===== config.mk =====
export PLATFORM = sky130hd
export DESIGN_NAME = pcie_us_rc_tag_router
export DESIGN_NICKNAME = d
export VERILOG_FILES = /design/src/rtl/pcie_us_rc_tag_router.sv
export SDC_FILE = /design/constraint.sdc
export NUM_CORES = 1
export LEC_CHECK = 0
export CAP_MARGIN = 20
export CELL_PAD_IN_SITES_DETAIL_PLACEMENT = 1
export CELL_PAD_IN_SITES_GLOBAL_PLACEMENT = 2
export CORE_ASPECT_RATIO = 1.4
export CORE_MARGIN = 2
export CORE_UTILIZATION = 31
export DETAILED_ROUTE_END_ITERATION = 16
export GPL_TIMING_DRIVEN = 0
export PLACE_DENSITY_LB_ADDON = 0.08
export SLEW_MARGIN = 20
export SYNTH_ARGS = -nofsm -noshare
export SYNTH_HDL_FRONTEND = slang
export SYNTH_SLANG_ARGS = --single-unit

===== constraint.sdc =====
create_clock -name clk -period 3.87 [get_ports clk]
set_input_delay 0.774 -clock clk [delete_from_list [all_inputs] [get_ports clk]]
set_output_delay 0.774 -clock clk [all_outputs]
set_load 0.02 [all_outputs]

===== src/rtl/pcie_us_rc_tag_router.sv =====
// Tag ownership table and routing control for the UltraScale PCIe RC
// completion demultiplexer. Hands out non-posted tags to requesters in
// round-robin order. Routes each completion to its owner by its tag. Frees
// a tag when the first beat of a completion marks its request complete.
module pcie_us_rc_tag_router #(
  parameter int M_COUNT   = 2,
  parameter int TAG_WIDTH = 8,
  parameter int TAG_COUNT = 32
) (
  input  logic                           clk,
  input  logic                           rst_n,
  input  logic [M_COUNT-1:0]             s_alloc_valid,
  output logic [M_COUNT-1:0]             s_alloc_ready,
  output logic [TAG_WIDTH-1:0]           s_alloc_tag,
  input  logic [95:0]                    rc_tdata,
  input  logic                           rc_tvalid,
  input  logic                           rc_tready,
  input  logic                           rc_tlast,
  input  logic [TAG_WIDTH-1:0]           rc_tag,
  output logic [M_COUNT-1:0]             select,
  output logic                           drop,
  output logic                           enable,
  output logic [$clog2(TAG_COUNT+1)-1:0] in_flight,
  output logic                           err_unexpected
);

  localparam int CL_M_COUNT = $clog2(M_COUNT);
  localparam int OWNER_W    = (CL_M_COUNT > 0) ? CL_M_COUNT : 1;
  localparam int IDX_W      = ($clog2(TAG_COUNT) > 0) ? $clog2(TAG_COUNT) : 1;
  localparam int CNT_W      = $clog2(TAG_COUNT+1);

  // Registered state
  logic [TAG_COUNT-1:0] tag_valid_q, tag_valid_d;
  logic [OWNER_W-1:0]   owner_q [TAG_COUNT];
  logic [OWNER_W-1:0]   owner_d;
  logic [IDX_W-1:0]     alloc_ptr_q, alloc_ptr_d;
  logic [OWNER_W-1:0]   rr_ptr_q, rr_ptr_d;
  logic                 frame_q, frame_d;
  logic [CNT_W-1:0]     in_flight_q, in_flight_d;
  logic                 enable_q, enable_d;
  logic                 err_unexpected_q, err_unexpected_d;

  // Combinational decisions
  logic                 grant;
  logic [OWNER_W-1:0]   winner;
  logic [2*M_COUNT-1:0] req_rot;
  int                   win_off;
  logic                 first_beat;
  logic                 rel_req;
  logic [TAG_WIDTH-1:0] rel_tag;
  logic                 rel_hit;
  logic [IDX_W-1:0]     rel_idx;
  logic                 lookup_hit;

  // Only the tag field, the request-completed bit and tlast matter here.
  logic unused_tdata;
  assign unused_tdata = ^{rc_tdata[95:64+TAG_WIDTH], rc_tdata[63:31], rc_tdata[29:0]};

  // Owner lookup for the demux; must be zero-latency off registered state
  // because the demux samples select on the first beat.
  always_comb begin
    lookup_hit = 1'b0;
    if (32'(rc_tag) < 32'(TAG_COUNT)) begin
      lookup_hit = tag_valid_q[rc_tag[IDX_W-1:0]];
    end
    select = '0;
    if (lookup_hit) begin
      select = M_COUNT'(1) << owner_q[rc_tag[IDX_W-1:0]];
    end
    drop = !lookup_hit;
  end

  // Round-robin pick among requesters, starting the search at rr_ptr.
  always_comb begin
    // NOTE: every combinational output gets a default first so no path
    // leaves it unassigned and no latch is inferred.
    req_rot = {s_alloc_valid, s_alloc_valid} >> rr_ptr_q;
    win_off = 0;
    for (int i = M_COUNT - 1; i >= 0; i--) begin
      if (req_rot[i]) win_off = i;
    end
    winner = OWNER_W'((int'(rr_ptr_q) + win_off) % M_COUNT);
    grant  = enable_q && !tag_valid_q[alloc_ptr_q] && (|s_alloc_valid);
    s_alloc_ready = grant ? (M_COUNT'(1) << winner) : '0;
    s_alloc_tag   = TAG_WIDTH'(alloc_ptr_q);
  end

  // Frame tracking and completion-driven release decode.
  always_comb begin
    first_beat = rc_tvalid && rc_tready && !frame_q;
    rel_req    = first_beat && rc_tdata[30];
    rel_tag    = rc_tdata[64 +: TAG_WIDTH];
    rel_idx    = rel_tag[IDX_W-1:0];
    rel_hit    = 1'b0;
    if (32'(rel_tag) < 32'(TAG_COUNT)) begin
      rel_hit = rel_req && tag_valid_q[rel_idx];
    end
    frame_d = frame_q;
    if (rc_tvalid && rc_tready) begin
      frame_d = !rc_tlast;
    end
  end

  // Next-state for the table, pointers and counters.
  always_comb begin
    tag_valid_d      = tag_valid_q;
    owner_d          = winner;
    alloc_ptr_d      = alloc_ptr_q;
    rr_ptr_d         = rr_ptr_q;
    enable_d         = 1'b1;
    err_unexpected_d = rel_req && !rel_hit;
    // A grant and a release never hit the same tag: a grant needs the entry
    // free, a release needs it held.
    if (grant) begin
      tag_valid_d[alloc_ptr_q] = 1'b1;
      rr_ptr_d = OWNER_W'((int'(winner) + 1) % M_COUNT);
    end
    if (rel_hit) begin
      tag_valid_d[rel_idx] = 1'b0;
    end
    // Advance after a grant, or scan past an entry that is held.
    if (grant || tag_valid_q[alloc_ptr_q]) begin
      alloc_ptr_d = (alloc_ptr_q == IDX_W'(TAG_COUNT - 1)) ? '0 : alloc_ptr_q + IDX_W'(1);
    end
    in_flight_d = in_flight_q + CNT_W'(grant) - CNT_W'(rel_hit);
  end

  // Control state with asynchronous reset.
  always_ff @(posedge clk or negedge rst_n) begin
    if (!rst_n) begin
      tag_valid_q      <= '0;
      alloc_ptr_q      <= '0;
      rr_ptr_q         <= '0;
      frame_q          <= 1'b0;
      in_flight_q      <= '0;
      enable_q         <= 1'b0;
      err_unexpected_q <= 1'b0;
    end else begin
      // NOTE: sequential state uses non-blocking assignment so every flop
      // samples pre-edge values regardless of statement order.
      tag_valid_q      <= tag_valid_d;
      alloc_ptr_q      <= alloc_ptr_d;
      rr_ptr_q         <= rr_ptr_d;
      frame_q          <= frame_d;
      in_flight_q      <= in_flight_d;
      enable_q         <= enable_d;
      err_unexpected_q <= err_unexpected_d;
    end
  end

  // Owner table write on grant.
  // NOTE: owner entries are read only when tag_valid is set, so this array
  // carries no reset.
  always_ff @(posedge clk) begin
    if (grant) begin
      owner_q[alloc_ptr_q] <= owner_d;
    end
  end

  assign enable         = enable_q;
  assign in_flight      = in_flight_q;
  assign err_unexpected = err_unexpected_q;

endmodule


# Word level (Yosys, flattened, before mapping)
# Memories as Yosys holds them, arrays and structs flattened.
# Index checks and enable logic that the tools add are counted.
# word_totals
reg_bits,47
latchBits,0
ram_bits,32
romBits,0
input_bits,111
wordCells,64
mem_count,1
# mem_list
memory,depth,width,rd,rd_clocked_by_memory_dff,write_ports,line,rtl
owner_q,32,1,1,0,1,34,logic [OWNER_W-1:0] owner_q [TAG_COUNT];
# classes
addsub,5
n_mul,0
div,0
n_lt_le_gt_ge,7
eq_ne,1
n_shift,3
muxes,21
bitwise,3
n_reduce_logical,16
# ops
op,count
$mux W32,2
$and A32 B32 Y32,1
$not A32 Y32,1
$or A32 B32 Y32,1
$lt A5 B6 Y1 const B,3
$lt A8 B6 Y1 const B,2
$bmux W1 S5,3
$mux W1,11
$demux W1 S5,2
$ge A5 B1 Y1 const B,2
$logic_and A1 B1 Y1,9
$add A6 B1 Y6,1
$sub A6 B1 Y6,1
$add A5 B1 Y5 const B,1
$eq A5 B5 Y1 const B,1
$logic_not A1 Y1,5
$mux W5,1
$mux W2,2
$shl A1 B1 Y2 const A,2
$shr A4 B1 Y2,1
$reduce_or A2 Y1,1
$add A1 B1 Y1,1
$add A1 B1 Y1 const B,1
$logic_or A1 B1 Y1,1

# Depth between registers and ports, before layout
# Gate-level depths: netlist (run 1).
# logic_depth
word_depth,8
ltp_mapped,17

# Worst setup path before layout (run 1)
# Ideal clock, no wire load.
# synth_timing
path_kind,input-to-output
start,input port s_alloc_valid[1]
end,output port s_alloc_ready[1]
arrival_time_ps,2884
path_slack_ps,212
path_stages,3
n_path_buf,0
path_cell_list,nor2_1 -> o21ai_0 -> nor3b_1
# synth_between
elab_chain_cells,6
# synth_lines
element,line,rtl
start: declaration,12,"input logic [M_COUNT-1:0] s_alloc_valid,"
$shr A4 B1 Y2 *,77,"req_rot = {s_alloc_valid, s_alloc_valid} >> rr_ptr_q;"
$mux W1,80,if (req_rot[i]) win_off = i;
$mux W1 *,80,
$add A1 B1 Y1 *,82,winner = OWNER_W'((int'(rr_ptr_q) + win_off) % M_COUNT);
named net owner_d,35,logic [OWNER_W-1:0] owner_d;
$shl A1 B1 Y2 *,84,s_alloc_ready = grant ? (M_COUNT'(1) << winner) : '0;
$mux W2 *,84,
end: declaration,13,"output logic [M_COUNT-1:0] s_alloc_ready,"
# Mark *: on every way through the listed nets, which the timed path passes. The rest lies on a longest branch.

# Worst setup path after layout (run 1)
# layout_timing
start,input port rc_tag[0]
end,output port drop
# layout_between
elab_chain_cells,4
# layout_lines
element,line,rtl
start: declaration,19,"input logic [TAG_WIDTH-1:0] rc_tag,"
$bmux W1 S5,64,lookup_hit = tag_valid_q[rc_tag[IDX_W-1:0]];
$mux W1 (implied by the code),64,
$mux W1 *,63,if (32'(rc_tag) < 32'(TAG_COUNT)) begin
$logic_not A1 Y1 *,70,drop = !lookup_hit;
end: declaration,21,"output logic drop,"
# Mark *: on every way between the ends. The rest lies on a longest branch, timed or not. The select of a mux whose other input is x is not followed.

==> results of run 1 <==
area by class of cell:
type / instances / area, µm² / area share
Buffer: 25 / 176 / 0.0313
Tap cell: 189 / 236 / 0.0419
Inverter: 21 / 78.8 / 0.0140
Clock buffer: 10 / 229 / 0.0406
Timing Repair Buffer: 41 / 409 / 0.0725
Clock inverter: 6 / 92.6 / 0.0164
Multi-Input combinational cell: 242 / 2280 / 0.405
Sequential cell: 79 / 2140 / 0.379
power groups by stage:
stage | registers [µW] | logic (µW) | clock network, µW
2_1_floorplan | 1380 | 1340 | 0
3_3_place_gp | 1410 | 2010 | 0
3_5_place_dp | 1410 | 2060 | 0
4_1_cts | 1400 | 2070 | 956
5_1_grt | 1430 | 2250 | 995
6_report | 1410 | 2070 | 934
sequential cells by signal, indices dropped and copies added (netlist names):
signal and count:
owner_q 32, tag_valid_q 32, in_flight 6, alloc_ptr_q 5, enable 1, err_unexpected 1, frame_q 1, rr_ptr_q 1
per-layer routing:
metal  global-route usage  up-vias  routed length [µm]
li1                     -     1500                   -
met1                0.259     1713                6360
met2                0.334       99                7500
met3               0.0408       27                 590
met4               0.0727        0                 437
met5                    0        -                   0
logic make-up (layout without fill, tap and decap cells):
group | count (synthesis) | after routing | share of synthesized area
buffers and inverters | 46 | 103 | 0.0484
muxes | 51 | 51 | 0.188
AOI/OAI and AO/OA | 67 | 67 | 0.113
and+or+nand+nor | 103 | 103 | 0.141
xor gates and xnor gates | 5 | 5 | 0.00951
adders and majority gates | 12 | 12 | 0.0342
other | 2 | 4 | 0.00163
DFF | 79 | 79 | 0.464
worst reg2reg max path: stages (launching register included):
cell and delay [ns]:
sky130_fd_sc_hd__dfrtp_2 0.40, sky130_fd_sc_hd__buf_6 0.18, sky130_fd_sc_hd__buf_6 0.20, sky130_fd_sc_hd__mux2i_2 0.29, sky130_fd_sc_hd__o221ai_1 0.18, sky130_fd_sc_hd__a32oi_1 0.22
sky130_fd_sc_hd__o2111ai_2 0.20, sky130_fd_sc_hd__buf_6 0.22, sky130_fd_sc_hd__nand2b_1 0.20, sky130_fd_sc_hd__ha_1 0.32, sky130_fd_sc_hd__inv_1 0.05, sky130_fd_sc_hd__ha_1 0.15
sky130_fd_sc_hd__inv_1 0.05, sky130_fd_sc_hd__fa_1 0.40, sky130_fd_sc_hd__inv_1 0.07, sky130_fd_sc_hd__a21o_1 0.10, sky130_fd_sc_hd__a21oi_1 0.08, sky130_fd_sc_hd__xnor2_1 0.13
cell usage in the layout (no fill, tap or decap), types with 8 or more instances in the layout:
master / count
sky130_fd_sc_hd__dfrtp_1: 46
sky130_fd_sc_hd__a2bb2oi_1: 32
sky130_fd_sc_hd__edfxtp_1: 32
sky130_fd_sc_hd__clkdlybuf4s50_1: 30
sky130_fd_sc_hd__mux4_2: 28
sky130_fd_sc_hd__nor2_1: 22
sky130_fd_sc_hd__inv_1: 21
sky130_fd_sc_hd__nand2_1: 18
sky130_fd_sc_hd__mux2i_1: 17
sky130_fd_sc_hd__nor3_2: 16
sky130_fd_sc_hd__ha_1: 11
sky130_fd_sc_hd__clkbuf_16: 9
sky130_fd_sc_hd__buf_4: 8
final timing paths:
| kind | to | start | slack [ns] | cells after the start |
|---|---|---|---|---|
| max in group asynchronous | alloc_ptr_q[1]$_DFFE_PN0P_ | rst_n | 2.92 | 1 |
| hold reg to reg | in_flight[0]$_DFF_PN0_ | in_flight[0]$_DFF_PN0_ | 0.51 | 1 |
| setup reg to reg | in_flight[4]$_DFF_PN0_ | alloc_ptr_q[1]$_DFFE_PN0P_ | 0.30 | 17 |
| setup / recovery | drop | rc_tag[0] | 0.14 | 6 |
| hold / removal | in_flight[3]$_DFF_PN0_ | rst_n | 0.46 | 1 |
| min in group clk | in_flight[0]$_DFF_PN0_ | in_flight[0]$_DFF_PN0_ | 0.51 | 1 |
stage by stage:
stage                     area [µm²]  std cells  hold WS (ns)  utilization  power [µW]
after floorplan                 4610        367         0.478            -        2720
after global placement          5220        593         0.490        0.360        3420
after detailed placement        5240        594         0.494        0.361        3470
after CTS                       5610        613         0.490        0.387        4430
after global routing            5640        613         0.497        0.389        4680
final                           5640        613         0.460        0.389        4410
repair_timing:
action | CTS | global route
endpoints found under the hold margin | 0 | 0
buffers inserted | 3 | 0
endpoints found under the setup margin | 8 | 5
resized for setup | 11 | 10
==> run_summary.xml, run 1 <==
<?xml version="1.0" encoding="UTF-8"?>
<metrics>
  <group name="status">
    <metric name="run_status" unit="">complete, no violations</metric>
  </group>
  <group name="synth">
    <metric name="post_synth.cell_area_avg" unit="µm²">12.6</metric>
    <metric name="synth-seq-area-share" unit="">0.464</metric>
    <metric name="synthesized_instance_count" unit="">365</metric>
    <metric name="number_of_distinct_standard_cells_referenced_by_the_synthesized_netlist" unit="">54</metric>
    <metric name="synth_top_cells_by_count" unit="">sky130_fd_sc_hd__dfrtp_1, sky130_fd_sc_hd__a2bb2oi_1, sky130_fd_sc_hd__edfxtp_1</metric>
    <metric name="synth_top_flop_cell" unit="">sky130_fd_sc_hd__dfrtp_1</metric>
    <metric name="post-synth-top-area-cell" unit="">sky130_fd_sc_hd__dfrtp_1</metric>
    <metric name="synth.yosys.warnings" unit="">0</metric>
    <metric name="yosys_register_bits" unit="">79</metric>
    <metric name="synth-edff-count" unit="">32</metric>
    <metric name="synth.top_cell.area_share" unit="">0.255</metric>
    <metric name="ys_async_sr_fraction" unit="">0.595</metric>
    <metric name="synth.most_common_cell" unit="">sky130_fd_sc_hd__dfrtp_1</metric>
    <metric name="netlist_area" unit="µm²">4610</metric>
    <metric name="synth_top_cells_by_area" unit="">sky130_fd_sc_hd__dfrtp_1, sky130_fd_sc_hd__edfxtp_1, sky130_fd_sc_hd__mux4_2, sky130_fd_sc_hd__a2bb2oi_1, sky130_fd_sc_hd__mux2i_1</metric>
  </group>
  <group name="placement">
    <metric name="place.detailed.hpwl" unit="mm">11.1</metric>
    <metric name="gp_congestion" unit="">0.820</metric>
    <metric name="dpl_worst_slack" unit="ns">-0.676</metric>
    <metric name="io_buffers" unit="">37</metric>
  </group>
  <group name="clocking">
    <metric name="clock_sink_count" unit="">79</metric>
    <metric name="tritoncts.num_buffers" unit="">9</metric>
    <metric name="clockBufferDepth" unit="">2</metric>
    <metric name="clkLatencyLatePin" unit="ns">0.34</metric>
    <metric name="ctsHtreeMaxLevel" unit="">3</metric>
    <metric name="cts.root.buffer_cell" unit="">sky130_fd_sc_hd__clkbuf_16</metric>
    <metric name="clock_tree_from_tritoncts" unit="">built</metric>
    <metric name="path_clk_slew" unit="ns">0.06</metric>
    <metric name="hold_buffers" unit="">0</metric>
  </group>
  <group name="min_path">
    <metric name="min-delay-path-class" unit="">in -&gt; async</metric>
  </group>
  <group name="layout">
    <metric name="num_antenna_cells" unit="">0</metric>
    <metric name="filler_cell_count" unit="">1539</metric>
    <metric name="layout_stage_area_growth_over_the_synthesis_result" unit="%">22.5</metric>
    <metric name="net_count_of_the_finished_layout" unit="">542</metric>
    <metric name="drive_above_1_share" unit="">0.233</metric>
  </group>
  <group name="floorplanning">
    <metric name="core_area" unit="µm²">14500</metric>
    <metric name="io-pin-count" unit="">132</metric>
    <metric name="die_extent_in_y" unit="µm">148</metric>
    <metric name="die-width" unit="µm">107</metric>
    <metric name="die_area" unit="µm²">15900</metric>
    <metric name="count_of_standard_cell_rows" unit="">52</metric>
    <metric name="initial_core_util" unit="">0.317</metric>
  </group>
  <group name="setup_path">
    <metric name="path_max_fanout" unit="">6</metric>
    <metric name="critical_path.slowest_cell" unit="">sky130_fd_sc_hd__clkdlybuf4s50_1</metric>
    <metric name="worstPathArrival" unit="ns">2.95</metric>
    <metric name="critical_path.most_common_cell" unit="">sky130_fd_sc_hd__mux4_2</metric>
    <metric name="crit_path_end_kind" unit="">primary output</metric>
    <metric name="critical_path.top_delay_family" unit="">multiplexers</metric>
    <metric name="critical_path_buf_inv_count" unit="">2</metric>
    <metric name="crit_chain" unit="">buf_4 -&gt; mux4_2 -&gt; mux4_2 -&gt; mux2i_1 -&gt; or4_1 -&gt; clkdlybuf4s50_1</metric>
    <metric name="timing_worst_setup_path_type" unit="">in -&gt; out</metric>
    <metric name="setup.worst_path.start_class" unit="">primary input</metric>
    <metric name="critical-path-max-stage-delay" unit="ns">0.61</metric>
    <metric name="critPathRequiredTime" unit="ns">3.10</metric>
  </group>
  <group name="power_and_ir_drop">
    <metric name="share_of_power_burned_in_combinational_logic" unit="">0.469</metric>
    <metric name="power.density_cell_area" unit="nW/µm²">781</metric>
    <metric name="vdd.ir_drop.worst" unit="mV">0.364</metric>
    <metric name="power_leakage" unit="µW">0.00216</metric>
    <metric name="internal-power" unit="µW">2590</metric>
    <metric name="p_sw_frac" unit="">0.413</metric>
    <metric name="share_clk_of_total_power" unit="">0.212</metric>
    <metric name="total_switching_power" unit="µW">1820</metric>
    <metric name="sequentialPowerShare" unit="">0.319</metric>
  </group>
  <group name="sta">
    <metric name="finalSetupTns" unit="ns">0</metric>
    <metric name="tightestPinTransition" unit="ns">0.967</metric>
    <metric name="minimum_setup_slack_in_the_final_design" unit="ns">0.143</metric>
    <metric name="clock.fmax" unit="GHz">0.268</metric>
    <metric name="period_share" unit="">0.963</metric>
    <metric name="grt_setup_unrepaired" unit="">false</metric>
    <metric name="final-setup-viol-count" unit="">0</metric>
    <metric name="final.setup_skew" unit="ns">0.00904</metric>
    <metric name="final_period_minus_worst_setup_slack" unit="ns">3.73</metric>
    <metric name="timing.slew.headroom" unit="">0.353</metric>
    <metric name="drv_slew" unit="">0</metric>
    <metric name="hold_violations" unit="">0</metric>
  </group>
  <group name="detailed_routing">
    <metric name="postRouteAntennaNets" unit="">0</metric>
    <metric name="detail_route.drc_violations" unit="">0</metric>
    <metric name="routed_wl" unit="mm">14.9</metric>
    <metric name="avgViaCountPerCell" unit="">5.45</metric>
    <metric name="first_pass_iters" unit="">4</metric>
    <metric name="initialDrtViolationCount" unit="">156</metric>
    <metric name="detail_route.wl_per_cell" unit="µm">24.3</metric>
    <metric name="dr_total_vias" unit="">3339</metric>
  </group>
  <group name="global_route">
    <metric name="grt_util_all_layers" unit="">0.201</metric>
    <metric name="globalRoute.totalOverflow" unit="">0</metric>
    <metric name="pin_count_of_the_biggest_net_entering_global_routing" unit="">48</metric>
    <metric name="number_of_global_route_vias_before_repair" unit="">3616</metric>
    <metric name="grt_first_pass_wirelength" unit="mm">23.1</metric>
    <metric name="initial_antenna_violation_count" unit="">0</metric>
  </group>
  <group name="flow_run">
    <metric name="maxCapViolations" unit="">0</metric>
  </group>
</metrics>
Note: power is estimated with default switching activity, not from simulation.
==> run 2: changes to the inputs <==
--- a/config.mk
+++ b/config.mk
@@ -10,7 +10,8 @@
 export CELL_PAD_IN_SITES_GLOBAL_PLACEMENT = 2
 export CORE_ASPECT_RATIO = 1.4
 export CORE_MARGIN = 2
-export CORE_UTILIZATION = 31
+export CORE_UTILIZATION = 32
+export CTS_BUF_LIST = sky130_fd_sc_hd__clkbuf_4
 export DETAILED_ROUTE_END_ITERATION = 16
 export GPL_TIMING_DRIVEN = 0
 export PLACE_DENSITY_LB_ADDON = 0.08
==> constraint.sdc (replaced) <==
create_clock -name clk -period 3.87 [get_ports clk]
set_input_delay 0.5805 -clock clk [delete_from_list [all_inputs] [get_ports clk]]
set_output_delay 0.5805 -clock clk [all_outputs]
set_load 0.02 [all_outputs]
==> run 2 against run 1 <==
  * Core utilization rose by 0.082 points
  * Global-route usage fell by 0.87 points
  * Critical path depth rose by 10
  * Via count fell by 0.93%
  * Total power fell by 7.3%
  * First-iteration DRC count fell by 11%
  * Die area fell by 3.0%
  * Flip-flop and latch count did not move
  * Clock power fell by 30%
  * Register-to-register slack got worse by 0.10 ns
  * Critical endpoint is now in_flight[4]$_DFF_PN0_
==> run_summary.xml, run 2 (synthesis gave the netlist of run 1 again) <==
<?xml version="1.0" encoding="UTF-8"?>
<metrics>
  <group name="clocking">
    <metric name="hold_buffers" unit="">0</metric>
    <metric name="clock_sink_count" unit="">79</metric>
    <metric name="clockBufferDepth" unit="">2</metric>
    <metric name="clock_tree_from_tritoncts" unit="">built</metric>
    <metric name="tritoncts.num_buffers" unit="">9</metric>
    <metric name="path_clk_slew" unit="ns">0.14</metric>
    <metric name="ctsHtreeMaxLevel" unit="">3</metric>
    <metric name="postCtsSetupBuffers" unit="">0</metric>
    <metric name="clkLatencyLatePin" unit="ns">0.45</metric>
    <metric name="cts.root.buffer_cell" unit="">sky130_fd_sc_hd__clkbuf_4</metric>
  </group>
  <group name="setup_path">
    <metric name="worstPathArrival" unit="ns">4.07</metric>
    <metric name="timing_worst_setup_path_type" unit="">in -&gt; reg</metric>
    <metric name="setup.worst_path.start_class" unit="">primary input</metric>
    <metric name="path_max_fanout" unit="">10</metric>
    <metric name="critPathRequiredTime" unit="ns">4.22</metric>
    <metric name="crit_path_end_kind" unit="">flip-flop</metric>
  </group>
  <group name="power_and_ir_drop">
    <metric name="p_sw_frac" unit="">0.427</metric>
    <metric name="total_switching_power" unit="µW">1740</metric>
    <metric name="vdd.ir_drop.worst" unit="mV">0.280</metric>
    <metric name="internal-power" unit="µW">2340</metric>
    <metric name="sequentialPowerShare" unit="">0.339</metric>
    <metric name="share_clk_of_total_power" unit="">0.161</metric>
    <metric name="power.density_cell_area" unit="nW/µm²">751</metric>
    <metric name="total_power" unit="µW">4090</metric>
    <metric name="share_of_power_burned_in_combinational_logic" unit="">0.500</metric>
    <metric name="power_leakage" unit="µW">0.00205</metric>
  </group>
  <group name="sta">
    <metric name="period_share" unit="">0.961</metric>
    <metric name="grt_setup_unrepaired" unit="">false</metric>
    <metric name="drv_slew" unit="">0</metric>
    <metric name="final_period_minus_worst_setup_slack" unit="ns">3.72</metric>
    <metric name="final.setup_skew" unit="ns">0.0183</metric>
    <metric name="minimum_setup_slack_in_the_final_design" unit="ns">0.152</metric>
    <metric name="final-setup-viol-count" unit="">0</metric>
    <metric name="hold_violations" unit="">0</metric>
    <metric name="tightestPinTransition" unit="ns">0.987</metric>
    <metric name="clock.fmax" unit="GHz">0.269</metric>
    <metric name="timing.slew.headroom" unit="">0.340</metric>
  </group>
  <group name="layout">
    <metric name="layout_stage_area_growth_over_the_synthesis_result" unit="%">18.3</metric>
    <metric name="drive_above_1_share" unit="">0.226</metric>
    <metric name="layout_commonest_cell" unit="">sky130_fd_sc_hd__dfrtp_1</metric>
    <metric name="filler_cell_count" unit="">1504</metric>
    <metric name="net_count_of_the_finished_layout" unit="">539</metric>
    <metric name="final_cell_mix" unit="">sky130_fd_sc_hd__dfrtp_1, sky130_fd_sc_hd__clkdlybuf4s50_1, sky130_fd_sc_hd__a2bb2oi_1, sky130_fd_sc_hd__edfxtp_1, sky130_fd_sc_hd__mux4_2</metric>
    <metric name="final_util" unit="">0.390</metric>
  </group>
  <group name="floorplanning">
    <metric name="core_area" unit="µm²">14000</metric>
    <metric name="die_extent_in_y" unit="µm">146</metric>
    <metric name="die_area" unit="µm²">15400</metric>
    <metric name="initial_core_util" unit="">0.330</metric>
    <metric name="die-width" unit="µm">105</metric>
    <metric name="io-pin-count" unit="">132</metric>
    <metric name="count_of_standard_cell_rows" unit="">51</metric>
  </group>
  <group name="detailed_routing">
    <metric name="avgViaCountPerCell" unit="">5.45</metric>
    <metric name="postRouteAntennaNets" unit="">0</metric>
    <metric name="initialDrtViolationCount" unit="">139</metric>
    <metric name="first_pass_iters" unit="">4</metric>
    <metric name="detail_route.wl_per_cell" unit="µm">23.9</metric>
    <metric name="routed_wl" unit="mm">14.5</metric>
    <metric name="detail_route.drc_violations" unit="">0</metric>
    <metric name="dr_total_vias" unit="">3308</metric>
  </group>
  <group name="flow_run">
    <metric name="maxCapViolations" unit="">0</metric>
  </group>
  <group name="global_route">
    <metric name="grt_first_pass_wirelength" unit="mm">21.7</metric>
    <metric name="initial_antenna_violation_count" unit="">1</metric>
    <metric name="pin_count_of_the_biggest_net_entering_global_routing" unit="">48</metric>
    <metric name="grt_util_all_layers" unit="">0.192</metric>
    <metric name="globalRoute.totalOverflow" unit="">0</metric>
    <metric name="number_of_global_route_vias_before_repair" unit="">3521</metric>
  </group>
  <group name="min_path">
    <metric name="min-delay-path-class" unit="">in -&gt; async</metric>
  </group>
  <group name="placement">
    <metric name="gp_congestion" unit="">0.804</metric>
    <metric name="place.detailed.hpwl" unit="mm">11.0</metric>
    <metric name="dpl_worst_slack" unit="ns">-0.568</metric>
    <metric name="io_buffers" unit="">37</metric>
  </group>
  <group name="status">
    <metric name="run_status" unit="">complete, no violations</metric>
  </group>
</metrics>
[run 2: changes by cell type in the layout (fill, tap and decap cells not counted), moves of 3 or more]
cell / delta
sky130_fd_sc_hd__clkbuf_16: -9
sky130_fd_sc_hd__clkbuf_4: +10
sky130_fd_sc_hd__clkdlybuf4s50_1: +4
sky130_fd_sc_hd__dlymetal6s2s_1: -3
[run 2: power groups by stage]
stage                     clock network, µW  logic (µW)  registers (µW)
after global routing                    697        2210            1420
after floorplan                           0        1340            1380
after global placement                    0        1990            1400
final                                   657        2050            1390
after detailed placement                  0        2050            1400
after CTS                               677        2050            1380
[run 2: critical path: stages]
cell	delay (ns)
sky130_fd_sc_hd__clkdlybuf4s50_1	0.54
sky130_fd_sc_hd__buf_6	0.19
sky130_fd_sc_hd__mux4_2	0.53
sky130_fd_sc_hd__mux2_2	0.28
sky130_fd_sc_hd__nand3b_1	0.13
sky130_fd_sc_hd__o31ai_1	0.10
sky130_fd_sc_hd__o31a_1	0.31
sky130_fd_sc_hd__ha_1	0.28
sky130_fd_sc_hd__inv_1	0.06
sky130_fd_sc_hd__ha_1	0.16
sky130_fd_sc_hd__inv_1	0.06
sky130_fd_sc_hd__fa_1	0.41
sky130_fd_sc_hd__inv_1	0.08
sky130_fd_sc_hd__a21o_1	0.13
sky130_fd_sc_hd__a21oi_1	0.09
sky130_fd_sc_hd__xnor2_1	0.13
[run 2: path summary, 6_finish.rpt]
path,startpoint,end,slack (ns),depth (start not counted)
worst max-delay path,rc_tdata[64],in_flight[4]$_DFF_PN0_,0.15,16
worst min-delay path,rst_n,tag_valid_q[12]$_DFF_PN0_,0.16,1
worst max register to register,alloc_ptr_q[1]$_DFFE_PN0P_,in_flight[4]$_DFF_PN0_,0.20,17
worst min register to register,in_flight[0]$_DFF_PN0_,in_flight[0]$_DFF_PN0_,0.53,1
max in group asynchronous,rst_n,frame_q$_DFFE_PN0N_,3.27,1
min in group clk,in_flight[0]$_DFF_PN0_,in_flight[0]$_DFF_PN0_,0.53,1
[run 2: repair_timing]
item / 4_1_cts / 5_1_grt
endpoints found under the hold margin: 0 / 0
setup endpoints to repair: 4 / 3
gates resized for setup: 4 / 5
pin swaps: 0 / 0
[run 2: per-stage QoR]
stage	hold WS, ns	cells	area (µm²)	setup TNS [ns]
global placement	0.494	589	5220	-26.02
finish	0.157	607	5450	0
CTS	0.157	606	5430	0
detailed placement	0.500	590	5240	-1.84
global route	0.187	607	5450	0
floorplan	0.285	367	4610	0
[run 2: final cells by class]
cell class,count,area (µm²),share of cell area
flip-flops and latches,79,2140,0.392
plain buffers,25,151,0.0278
inverters,21,78.8,0.0145
clock inverters,5,106,0.0195
well taps,185,231,0.0425
clock buffers,11,82.6,0.0152
multi-input cells,242,2280,0.418
diodes,1,2.50,0.000459
repair buffers,38,380,0.0698
[run 2: layer usage]
layer  wire length [µm]  share of wire  track usage  up-vias
met4                290          0.020       0.0607        0
met2               7710           0.53        0.346       88
met5                  0              0            0        -
met3                406          0.028       0.0260       12
met1               6090           0.42        0.235     1719
li1                   -              -            -     1489
